## config.mk

```make
export PLATFORM = sky130hd
export DESIGN_NAME = mem_access_unit
export DESIGN_NICKNAME = d
export VERILOG_FILES = /design/src/rtl/mem_access_unit_pkg.sv /design/src/rtl/mem_access_unit_store_buffer.sv /design/src/rtl/mem_access_unit.sv
export SDC_FILE = /design/constraint.sdc
export NUM_CORES = 1
export LEC_CHECK = 0
export CORE_AREA = 2 2 162 196
export CTS_BUF_LIST = sky130_fd_sc_hd__clkbuf_8
export CTS_CLUSTER_DIAMETER = 80
export DETAILED_ROUTE_END_ITERATION = 6
export DIE_AREA = 0 0 164 198
export DONT_BUFFER_PORTS = 1
export GPL_ROUTABILITY_DRIVEN = 1
export MAX_ROUTING_LAYER = met4
export PLACE_DENSITY = 0.72
export SLEW_MARGIN = 0
export SYNTH_ARGS = -nofsm -noshare
export SYNTH_HDL_FRONTEND = slang
export SYNTH_SLANG_ARGS = --single-unit
```

## constraint.sdc

```tcl
create_clock -name clk -period 4 [get_ports clk]
set_input_delay 0.8 -clock clk [delete_from_list [all_inputs] [get_ports clk]]
set_output_delay 0.8 -clock clk [all_outputs]
set_load 0.01 [all_outputs]
```

## src/rtl/mem_access_unit_pkg.sv

```systemverilog
// Shared definitions for the memory-access stage: data-memory control encodings,
// port FSM states and the store lane record.
package mem_access_unit_pkg;

  localparam logic [2:0] dm_word              = 3'b000;
  localparam logic [2:0] dm_halfword          = 3'b001;
  localparam logic [2:0] dm_halfword_unsigned = 3'b010;
  localparam logic [2:0] dm_byte              = 3'b011;
  localparam logic [2:0] dm_byte_unsigned     = 3'b100;

  typedef enum logic [1:0] {
    ST_IDLE  = 2'd0,
    ST_LOAD  = 2'd1,
    ST_STORE = 2'd2
  } port_state_e;

  typedef struct packed {
    logic [31:0] wdata;
    logic [3:0]  wea;
  } store_lane_t;

endpackage

```

## src/rtl/mem_access_unit_store_buffer.sv

```systemverilog
// Circular store buffer holding {word address, write data, byte enables};
// also reports whether any occupied entry targets a given word address.
module store_buffer_fifo #(
  parameter int SB_DEPTH = 4,
  parameter int ADDR_W   = 32
) (
  input  logic              clk,
  input  logic              rstn,
  input  logic              push,
  input  logic [ADDR_W-1:0] push_addr,
  input  logic [31:0]       push_data,
  input  logic [3:0]        push_wea,
  input  logic              pop,
  output logic              full,
  output logic              empty,
  output logic [ADDR_W-1:0] head_addr,
  output logic [31:0]       head_data,
  output logic [3:0]        head_wea,
  input  logic [ADDR_W-1:0] match_addr,
  output logic              match
);
  localparam int PTR_W = $clog2(SB_DEPTH);
  localparam int CNT_W = PTR_W + 1;

  logic [ADDR_W-1:0] addr_mem [SB_DEPTH];
  logic [31:0]       data_mem [SB_DEPTH];
  logic [3:0]        wea_mem  [SB_DEPTH];
  logic [PTR_W-1:0]  head, tail;
  logic [CNT_W-1:0]  count;
  logic [SB_DEPTH-1:0] hit_vec;

  // NOTE: entry storage has no reset; occupancy is tracked by head/tail/count alone.
  always_ff @(posedge clk) begin
    if (push) begin
      addr_mem[tail] <= push_addr;
      data_mem[tail] <= push_data;
      wea_mem[tail]  <= push_wea;
    end
  end

  always_ff @(posedge clk or negedge rstn) begin
    if (!rstn) begin
      head  <= '0;
      tail  <= '0;
      count <= '0;
    end else begin
      if (push) tail <= tail + PTR_W'(1);
      if (pop)  head <= head + PTR_W'(1);
      case ({push, pop})
        2'b10:   count <= count + CNT_W'(1);
        2'b01:   count <= count - CNT_W'(1);
        default: ;
      endcase
    end
  end

  // An entry is occupied when its distance from head is below count.
  for (genvar i = 0; i < SB_DEPTH; i++) begin : g_match
    logic [PTR_W-1:0] offset;
    assign offset     = PTR_W'(i) - head;
    assign hit_vec[i] = ({1'b0, offset} < count) && (addr_mem[i] == match_addr);
  end

  assign match     = |hit_vec;
  assign full      = (count == CNT_W'(SB_DEPTH));
  assign empty     = (count == '0);
  assign head_addr = addr_mem[head];
  assign head_data = data_mem[head];
  assign head_wea  = wea_mem[head];

endmodule

```

## src/rtl/mem_access_unit.sv

```systemverilog
// Pipeline memory stage: store forwarding and lane alignment, buffered stores
// draining over a req/ack port, and loads with lane extraction and extension.
module mem_access_unit
  import mem_access_unit_pkg::*;
#(
  parameter int SB_DEPTH = 4,
  parameter int ADDR_W   = 32
) (
  input  logic              clk,
  input  logic              rstn,
  input  logic              valid_in,
  input  logic              mem_write_in,
  input  logic              mem_read_in,
  input  logic [2:0]        dm_ctrl_in,
  input  logic [ADDR_W-1:0] addr_in,
  input  logic [31:0]       rs2_data_in,
  input  logic              forwardC,
  input  logic [31:0]       wb_fwd_data,
  output logic              stall_out,
  output logic              load_valid_out,
  output logic [31:0]       load_data_out,
  output logic              misalign_out,
  output logic              dm_req,
  output logic              dm_we,
  output logic [ADDR_W-1:0] dm_addr,
  output logic [31:0]       dm_wdata,
  output logic [3:0]        dm_wea,
  input  logic [31:0]       dm_rdata,
  input  logic              dm_ack
);

  function automatic logic is_misaligned(input logic [2:0] ctrl, input logic [1:0] lo);
    logic r;
    case (ctrl)
      dm_word:                           r = (lo != 2'b00);
      dm_halfword, dm_halfword_unsigned: r = lo[0];
      default:                           r = 1'b0;
    endcase
    return r;
  endfunction

  function automatic store_lane_t store_align(input logic [2:0] ctrl, input logic [1:0] lo,
                                              input logic [31:0] d);
    store_lane_t r;
    case (ctrl)
      dm_byte, dm_byte_unsigned: begin
        r.wdata = {4{d[7:0]}};
        r.wea   = 4'b0001 << lo;
      end
      dm_halfword, dm_halfword_unsigned: begin
        r.wdata = {2{d[15:0]}};
        r.wea   = lo[1] ? 4'b1100 : 4'b0011;
      end
      default: begin
        r.wdata = d;
        r.wea   = 4'b1111;
      end
    endcase
    return r;
  endfunction

  function automatic logic [31:0] load_extract(input logic [2:0] ctrl, input logic [1:0] lo,
                                               input logic [31:0] w);
    logic [31:0] shifted;
    logic [15:0] half;
    logic [7:0]  byte_v;
    logic [31:0] r;
    shifted = w >> {lo, 3'b000};
    half    = lo[1] ? w[31:16] : w[15:0];
    byte_v  = shifted[7:0];
    case (ctrl)
      dm_halfword:          r = {{16{half[15]}}, half};
      dm_halfword_unsigned: r = {16'h0000, half};
      dm_byte:              r = {{24{byte_v[7]}}, byte_v};
      dm_byte_unsigned:     r = {24'h000000, byte_v};
      default:              r = w;
    endcase
    return r;
  endfunction

  port_state_e       state_q, state_d;
  logic              is_load, is_store, misalign, load_pres, store_pres;
  logic              sb_full, sb_empty, sb_match, hazard_q, hit, head_ack;
  logic              accept, load_go, sb_push;
  logic [ADDR_W-1:0] word_addr, head_addr;
  logic [31:0]       head_data;
  logic [3:0]        head_wea;
  logic [1:0]        ld_lo_q;
  logic [2:0]        ld_ctrl_q;
  store_lane_t       lane;

  // Read wins when both strobes are set; misaligned accesses are dropped, never stalled on.
  assign is_load    = mem_read_in;
  assign is_store   = mem_write_in & ~mem_read_in;
  assign misalign   = (is_load | is_store) & is_misaligned(dm_ctrl_in, addr_in[1:0]);
  assign load_pres  = valid_in & is_load & ~misalign;
  assign store_pres = valid_in & is_store & ~misalign;
  assign word_addr  = {addr_in[ADDR_W-1:2], 2'b00};
  assign lane       = store_align(dm_ctrl_in, addr_in[1:0], forwardC ? wb_fwd_data : rs2_data_in);

  // Once a load hits, it waits for the whole buffer to empty, not just the matching entry.
  assign hit      = (sb_match | hazard_q) & ~sb_empty;
  assign head_ack = (state_q == ST_STORE) & dm_ack;
  assign stall_out = (load_pres & ((state_q != ST_IDLE) | hit))
                   | (store_pres & sb_full & ~head_ack)
                   | (state_q == ST_LOAD);
  assign accept   = valid_in & ~stall_out;
  assign load_go  = accept & load_pres;
  assign sb_push  = accept & store_pres;

  store_buffer_fifo #(.SB_DEPTH(SB_DEPTH), .ADDR_W(ADDR_W)) u_sb (
    .clk       (clk),
    .rstn      (rstn),
    .push      (sb_push),
    .push_addr (word_addr),
    .push_data (lane.wdata),
    .push_wea  (lane.wea),
    .pop       (head_ack),
    .full      (sb_full),
    .empty     (sb_empty),
    .head_addr (head_addr),
    .head_data (head_data),
    .head_wea  (head_wea),
    .match_addr(word_addr),
    .match     (sb_match)
  );

  // NOTE: next state defaults to the current state so every path assigns it (no latch).
  always_comb begin
    state_d = state_q;
    case (state_q)
      ST_IDLE: begin
        if (load_go)        state_d = ST_LOAD;
        else if (!sb_empty) state_d = ST_STORE;
      end
      ST_LOAD:  if (dm_ack) state_d = ST_IDLE;
      ST_STORE: if (dm_ack) state_d = ST_IDLE;
      default:  state_d = ST_IDLE;
    endcase
  end

  // NOTE: all state updates use non-blocking assignments so every register samples pre-edge values.
  always_ff @(posedge clk or negedge rstn) begin
    if (!rstn) begin
      state_q        <= ST_IDLE;
      hazard_q       <= 1'b0;
      ld_lo_q        <= 2'b00;
      ld_ctrl_q      <= dm_word;
      dm_req         <= 1'b0;
      dm_we          <= 1'b0;
      dm_addr        <= '0;
      dm_wdata       <= '0;
      dm_wea         <= '0;
      load_valid_out <= 1'b0;
      load_data_out  <= '0;
      misalign_out   <= 1'b0;
    end else begin
      state_q        <= state_d;
      hazard_q       <= load_pres & (sb_match | hazard_q) & ~sb_empty;
      misalign_out   <= valid_in & ~stall_out & misalign;
      load_valid_out <= (state_q == ST_LOAD) & dm_ack;
      if ((state_q == ST_LOAD) && dm_ack)
        load_data_out <= load_extract(ld_ctrl_q, ld_lo_q, dm_rdata);

      if (state_q == ST_IDLE && state_d == ST_LOAD) begin
        dm_req    <= 1'b1;
        dm_we     <= 1'b0;
        dm_addr   <= word_addr;
        dm_wdata  <= '0;
        dm_wea    <= '0;
        ld_lo_q   <= addr_in[1:0];
        ld_ctrl_q <= dm_ctrl_in;
      end else if (state_q == ST_IDLE && state_d == ST_STORE) begin
        dm_req   <= 1'b1;
        dm_we    <= 1'b1;
        dm_addr  <= head_addr;
        dm_wdata <= head_data;
        dm_wea   <= head_wea;
      end else if (state_q != ST_IDLE && dm_ack) begin
        dm_req   <= 1'b0;
        dm_we    <= 1'b0;
        dm_addr  <= '0;
        dm_wdata <= '0;
        dm_wea   <= '0;
      end
    end
  end

endmodule

```

# --- Word-level counts from Yosys, hierarchy flattened ---
# Memories as Yosys holds them, arrays and structs flattened.
# Cells that the tools add are included.
op_classes:
  reduce_logical: 19
  add_sub_neg: 8
  eq_ne: 19
  shift: 2
  n_bitwise: 28
  n_mux: 25
  magnitude_cmp: 4
ops:
  columns: ["op", "count"]
  rows:
  - ["2-to-1 mux 32 bit", 6]
  - ["== test 32 bit", 4]
  - ["case mux 32 bit (4 select lines)", 1]
  - ["case mux 36 bit (2 select lines)", 1]
  - ["right shift 32 x 5 -> 8 bit", 1]
  - ["AND 1 bit", 18]
  - ["2-to-1 mux 16 bit", 1]
  - ["2-to-1 mux 4 bit", 4]
  - ["== test 3 x 2 -> 1 bit (second input constant)", 4]
  - ["less-than comparator 2 x 3 -> 1 bit", 4]
  - ["== test 3 bit (second input constant)", 3]
  - ["logical AND 1 bit", 8]
  - ["== test 2 x 1 -> 1 bit (second input constant)", 3]
  - ["== test 2 bit (second input constant)", 3]
  - ["== test 3 x 1 -> 1 bit (second input constant)", 2]
  - ["zero test 3 bit", 2]
  - ["2-to-1 mux 1 bit", 6]
  - ["2-to-1 mux 2 bit", 3]
  - ["case mux 3 bit (2 select lines)", 1]
  - ["nonzero test 2 bit", 3]
  - ["OR reduction 2 bit", 3]
  - ["NOT 1 bit", 5]
  - ["OR 1 bit", 5]
  - ["adder 2 x 1 -> 2 bit (second input constant)", 2]
  - ["other kinds (10)", 12]
word_totals:
  in_bits: 138
  ram_bits: 264
  mem_count: 3
  word_cells: 123
  out_inout_bits: 105
  regBits: 119
mem_list:
  columns: ["name", "depth", "word_bits", "rd", "rd_ports_with_merged_regs", "wr", "line", "text"]
  rows:
  - ["u_sb.data_mem", 4, 32, 1, 0, 1, "mem_access_unit_store_buffer.sv:26", "logic [31:0] data_mem [SB_DEPTH];"]
  - ["u_sb.addr_mem", 4, 30, 5, 0, 1, "mem_access_unit_store_buffer.sv:25", "logic [ADDR_W-1:0] addr_mem [SB_DEPTH];"]
  - ["u_sb.wea_mem", 4, 4, 1, 0, 1, "mem_access_unit_store_buffer.sv:27", "logic [3:0] wea_mem [SB_DEPTH];"]

# --- Logic depth before layout (Yosys ltp) ---
logic_depth:
  ltp_word: 19
  ltp_mapped: 15

# --- By module ---
# Synthesis repeated with hierarchy kept, for this count alone.
hier_totals:
  cells_unflattened: 1198
  area_unflattened_um2: 17758.3
by_module_without_submodules:
  columns: ["mod", "area_each_um2", "n_inst", "cells_each"]
  rows:
  - ["store_buffer_fifo", 11700.0, 1, 584]
  - ["mem_access_unit", 6058.3, 1, 614]

# --- Worst setup path after synthesis ---
# No wires, ideal clock.
synth_path:
  kind: "input-to-reg"
  from: "input addr_in[1]"
  to: "memory u_sb.addr_mem[2][0] (netlist name) (enable)"
  arrival_time_ps: 3431
  setup_time_ps: 431
  stages: 8
  n_path_buf: 1
  slack_ps: 138
  path_cell_list: "nor2b_1 -> o21bai_1 -> a21oi_1 -> nor2b_1 -> a21oi_1 -> and3_1 -> clkbuf_1 -> and2_1"
synth_via:
  elab_chain_cells: 14
  word_cells_on_any_way: 16
  cone_classes: "mux: 3; bitwise: 12; reduce/logical: 1"
synth_lines:
  columns: ["element", "line", "text"]
  rows:
  - ["start, declared", "mem_access_unit.sv:15", "input logic [ADDR_W-1:0] addr_in,"]
  - ["nonzero test 2 bit (*)", "mem_access_unit.sv:35", "dm_word: r = (lo != 2'b00);"]
  - ["case mux 1 bit (2 select lines) (*)", "mem_access_unit.sv:34", "case (ctrl)"]
  - ["AND 1 bit (*)", "mem_access_unit.sv:95", "assign misalign = (is_load | is_store) & is_misaligned(dm_ctrl_in, addr_in[1:0]);"]
  - ["NOT 1 bit (*)", "mem_access_unit.sv:96, mem_access_unit.sv:97", null]
  - ["AND 1 bit", "mem_access_unit.sv:97", "assign store_pres = valid_in & is_store & ~misalign;"]
  - ["AND 1 bit (2 in series)", "mem_access_unit.sv:105", "| (store_pres & sb_full & ~head_ack)"]
  - ["OR 1 bit", "mem_access_unit.sv:105", null]
  - ["OR 1 bit", "mem_access_unit.sv:106", "| (state_q == ST_LOAD);"]
  - ["NOT 1 bit", "mem_access_unit.sv:107", "assign accept = valid_in & ~stall_out;"]
  - ["AND 1 bit", "mem_access_unit.sv:107", null]
  - ["AND 1 bit (*)", "mem_access_unit.sv:109", "assign sb_push = accept & store_pres;"]
  - ["2-to-1 mux 1 bit (*)", "mem_access_unit_store_buffer.sv:34", "if (push) begin"]
  - ["2-to-1 mux 1 bit (not written as such) (*)", "mem_access_unit_store_buffer.sv:35", "addr_mem[tail] <= push_addr;"]
  - ["end, declared", "mem_access_unit_store_buffer.sv:25", null]
# Mark *: on every way between the ends. The rest lies on a longest branch, timed or not.

# --- Worst setup path in the final report ---
layout_path:
  from: "register u_sb.head[0]"
  to: "output stall_out"
layout_via:
  elab_chain_cells: 10
  word_cells_on_any_way: 19
  cone_classes: "add/sub: 4; order compare: 4; bitwise: 6; reduce/logical: 5"
layout_lines:
  columns: ["element", "line", "text"]
  rows:
  - ["start, declared", "mem_access_unit_store_buffer.sv:28", "logic [PTR_W-1:0] head, tail;"]
  - ["start signal, assigned", "mem_access_unit_store_buffer.sv:48", "if (pop) head <= head + PTR_W'(1);"]
  - ["subtractor 1 x 2 -> 2 bit / subtractor 2 bit (equally long branches)", "mem_access_unit_store_buffer.sv:60", "assign offset = PTR_W'(i) - head;"]
  - ["less-than comparator 2 x 3 -> 1 bit", "mem_access_unit_store_buffer.sv:61", "assign hit_vec[i] = ({1'b0, offset} < count) && (addr_mem[i] == match_addr);"]
  - ["logical AND 1 bit", "mem_access_unit_store_buffer.sv:61", null]
  - ["OR reduction 4 bit (*)", "mem_access_unit_store_buffer.sv:64", "assign match = |hit_vec;"]
  - ["OR 1 bit (*)", "mem_access_unit.sv:102", "assign hit = (sb_match | hazard_q) & ~sb_empty;"]
  - ["AND 1 bit (*)", "mem_access_unit.sv:102", null]
  - ["OR 1 bit (*)", "mem_access_unit.sv:104", "assign stall_out = (load_pres & ((state_q != ST_IDLE) | hit))"]
  - ["AND 1 bit (*)", "mem_access_unit.sv:104", null]
  - ["OR 1 bit (*)", "mem_access_unit.sv:105", null]
  - ["OR 1 bit (*)", "mem_access_unit.sv:106", null]
  - ["end, declared", "mem_access_unit.sv:19", "output logic stall_out,"]
# Marked as above.

==> insert_results.sql <==
INSERT INTO impl_metrics (metric_group, metric, value, unit) VALUES
('detailed_routing', 'drt-initial-drc-count', '914', ''),
('synth', 'yosysWarningCount', '0', ''),
('layout', 'register_area', '10900', 'um2'),
('die', 'die_x', '164', 'um'),
('detailed_routing', 'route.final.wire_length', '41.5', 'mm'),
('synth', 'postSynth.asyncResetShare', '30.7', '%'),
('timing', 'setup_violations', '0', ''),
('global_route', 'largest_net_degree_at_the_start_of_global_routing', '118', ''),
('clock_network', 'cts.sinks', '381', ''),
('placed_design', 'hpwl', '27.1', 'mm'),
('synth', 'synth.cell_area', '17300', 'um2'),
('timing', 'setup_total_negative_slack', '0', 'ns'),
('die', 'design.core.area', '30800', 'um2'),
('setup_path', 'r2r_setup_slack', '0.94', 'ns'),
('clock_network', 'h-tree-depth', '2', ''),
('setup_path', 'setup.worst_path.class', 'reg2out', ''),
('synth', 'synth.avg_cell_area', '14.5', 'um2'),
('setup_path', 'critical_path.endpoint_type', 'output pin', ''),
('setup_path', 'slowest_stage', 'sky130_fd_sc_hd__dfrtp_4', ''),
('timing', 'report.final.hold_viol_count', '0', ''),
('clock_network', 'cts_tree', 'built', ''),
('detailed_routing', 'detail_route.first_pass.iterations', '5', ''),
('clock_network', 'cts_setup_buffers', '0', ''),
('setup_path', 'critical_path.max_fanout', '9', ''),
('timing', 'period_minus_slack', '3.78', 'ns'),
('detailed_routing', 'route.detailed.vias_per_inst', '6.16', ''),
('synth', 'number_of_enable_type_register_cells_in_the_synthesized_netlist', '264', ''),
('die', 'floorplan.die_area', '32500', 'um2'),
('setup_path', 'timing.critical_path.from_type', 'flop', ''),
('timing', 'finClkSkew', '0.0245', 'ns'),
('global_route', 'grt_pass1_vias', '10184', ''),
('placed_design', 'detailed_place.area', '17500', 'um2'),
('synth', 'yosys_register_bits', '381', ''),
('die', 'effective_utilization_at_floorplan', '56.0', '%'),
('clock_network', 'clk_pin_slew_worst_paths', '0.07', 'ns'),
('layout', 'fillers', '2363', ''),
('run_status', 'run_status', 'finished clean', ''),
('layout', 'post-route-util', '61.2', '%'),
('placed_design', 'io_buffer_count', '0', ''),
('synth', 'synth_top_flop_cell', 'sky130_fd_sc_hd__edfxtp_1', ''),
('timing', 'setup_ws', '0.220', 'ns'),
('setup_path', 'crit_path_cells', 'xnor2_1 -> inv_1 -> ha_1 -> a21oi_1 -> nand3_1 -> a2111oi_2 -> nor4_4 -> o21ai_0 -> buf_4', ''),
('power_and_ir_drop', 'p_per_area', '691', 'nW/um2'),
('clock_network', 'clockBufferDepth', '3', ''),
('placed_design', 'replace_congestion', '0.944', ''),
('global_route', 'first_pass_grt_wire_length', '61.3', 'mm'),
('power_and_ir_drop', 'power_leakage', '7.15', 'nW'),
('clock_network', 'numCtsBuffers', '58', ''),
('placed_design', 'pre_cts_ws', '0.579', 'ns'),
('layout', 'syn_to_final_growth', '9.27', '%'),
('layout', 'layout_commonest_cell', 'sky130_fd_sc_hd__edfxtp_1', ''),
('setup_path', 'biggest_cell_delay_along_the_critical_path', '0.56', 'ns'),
('setup_path', 'regToRegEndpoint', 'dm_addr[28]$_DFFE_PN0P_', ''),
('synth', 'seq_area_frac_synth', '62.9', '%'),
('clock_network', 'worst_skew_pair.late_latency', '0.62', 'ns'),
('detailed_routing', 'drtAntennaViolNets', '0', ''),
('global_route', 'global_route.usage.total', '26.4', '%'),
('layout', 'antenna-diode-count', '0', ''),
('layout', 'multiInputGateArea', '5900', 'um2'),
('layout', 'drive_gt1_share', '17.5', '%'),
('synth', 'synth_cell_type_count', '54', ''),
('setup_path', 'worst-endpoint-required', '3.20', 'ns'),
('timing', 'fmax', '265', 'MHz'),
('setup_path', 'worst-r2r-cell-count', '11', ''),
('detailed_routing', 'route.vias.total', '10091', ''),
('die', 'io_pins', '243', ''),
('detailed_routing', 'route.detailed.drc', '0', ''),
('layout', 'final_net_count', '1340', ''),
('die', 'std_cell_rows', '71', ''),
('global_route', 'grt.overflow.total', '0', ''),
('layout', 'final_design_area_no_fill', '18900', 'um2');
[cell type report]
class	instances	area share (%)
clock inverter	32	1.14
inverter	27	0.537
sequential	381	57.6
timing repair buffer	26	1.21
clock buffer	77	5.62
tap	401	2.66
multi-input combinational	694	31.3
[worst max-delay path by stage]
stage / from / end / slack [ns] / depth (start not counted)
final: u_sb.head[0]$_DFFE_PN0P_ / stall_out / 0.22 / 9
after global routing: u_sb.head[0]$_DFFE_PN0P_ / stall_out / 0.05 / 9
after CTS: u_sb.head[0]$_DFFE_PN0P_ / stall_out / 0.12 / 8
after detailed placement: addr_in[20] / stall_out / 0.58 / 7
after global placement: addr_in[20] / stall_out / 0.54 / 7
after floorplan: addr_in[1] / u_sb.addr_mem[2][0]$_DFFE_PP_ / 0.14 / 8
[cell families (layout without fill, tap and decap cells)]
logic type	Yosys count	after routing	share of synthesized area [%]
fa+ha+maj	14	14	1.06
buf+inv	118	162	3.17
simple gates	195	195	5.23
compound gates	243	243	9.74
other cells	1	2	0.0217
flops	381	381	62.9
mux	109	109	11.2
xor+xnor	131	131	6.65
[flip-flops by register name (all words and copies together), names as in the netlist]
name            count
dm_addr            30
dm_req              1
dm_wdata           32
dm_we               1
dm_wea              4
hazard_q            1
ld_ctrl_q           3
ld_lo_q             2
load_data_out      32
load_valid_out      1
misalign_out        1
state_q             2
u_sb.addr_mem     120
u_sb.count          3
u_sb.data_mem     128
u_sb.head           2
u_sb.tail           2
u_sb.wea_mem       16
[metrics by stage]
step                      std cells  total power (W)
after floorplan                1193          0.00868
after global placement         1528          0.00959
after detailed placement       1528          0.00970
after CTS                      1638           0.0132
after global routing           1638           0.0137
final                          1638           0.0130
[critical path: cells and delay by family (launching register included)]
kind | cells | cell delay (ns)
AOI/OAI and AO/OA | 3 | 0.82
and+or+nand+nor | 2 | 0.24
buffers and inverters | 2 | 0.27
DFF | 1 | 0.56
adders and majority gates | 1 | 0.18
xor gates and xnor gates | 1 | 0.30
[what timing repair did]
item                                    4_1_cts  5_1_grt
hold buffers                                  1        0
pin swaps                                     0        0
endpoints found under the setup margin        1        1
hold endpoints to repair                    117        0
gates resized for setup                       1        1
[per-layer routing]
metal / vias to the layer above / track usage [%] / wire length [um]
met5: - / - / 0
met4: 0 / 8.84 / 1170
met3: 80 / 5.78 / 3050
met2: 409 / 43.9 / 21500
met1: 5124 / 32.3 / 15800
li1: 4478 / - / -
[power breakdown]
part	leakage, nW	internal (W)	switching [W]	total (W)
Clock	0.716	0.00191	0.00152	0.00343
Combinational	2.61	0.00176	0.00206	0.00382
Sequential	3.83	0.00495	0.000835	0.00578
Total	7.15	0.00863	0.00441	0.0130
[Yosys cell counts (3+ instances only)]
master	n	share of area [%]
sky130_fd_sc_hd__edfxtp_1	264	46
sky130_fd_sc_hd__dfrtp_1	117	17
sky130_fd_sc_hd__xor2_1	89	4.5
sky130_fd_sc_hd__a22o_1	66	3.3
sky130_fd_sc_hd__mux4_2	66	8.6
sky130_fd_sc_hd__nand2_1	62	1.3
sky130_fd_sc_hd__nor2_1	60	1.3
sky130_fd_sc_hd__a21oi_1	53	1.5
sky130_fd_sc_hd__o21ai_0	52	1.5
sky130_fd_sc_hd__xnor2_1	42	2.1
sky130_fd_sc_hd__clkbuf_1	39	0.85
sky130_fd_sc_hd__buf_2	32	0.93
sky130_fd_sc_hd__a21o_1	31	1.3
sky130_fd_sc_hd__inv_1	27	0.59
sky130_fd_sc_hd__mux2i_1	24	1.4
sky130_fd_sc_hd__mux2_2	19	1.2
sky130_fd_sc_hd__nor4_1	19	0.69
sky130_fd_sc_hd__nand3_1	14	0.41
sky130_fd_sc_hd__ha_1	13	0.94
sky130_fd_sc_hd__buf_4	11	0.48
sky130_fd_sc_hd__nand4_1	11	0.40
sky130_fd_sc_hd__a22oi_1	8	0.35
sky130_fd_sc_hd__a221oi_1	7	0.36
sky130_fd_sc_hd__nor2b_1	7	0.25
sky130_fd_sc_hd__o22ai_1	7	0.25
sky130_fd_sc_hd__and2_1	6	0.22
sky130_fd_sc_hd__buf_1	6	0.13
sky130_fd_sc_hd__nor3_1	6	0.17
sky130_fd_sc_hd__buf_6	3	0.20
sky130_fd_sc_hd__nand2b_1	3	0.11
No activity file was read; power rests on OpenSTA's default activity.
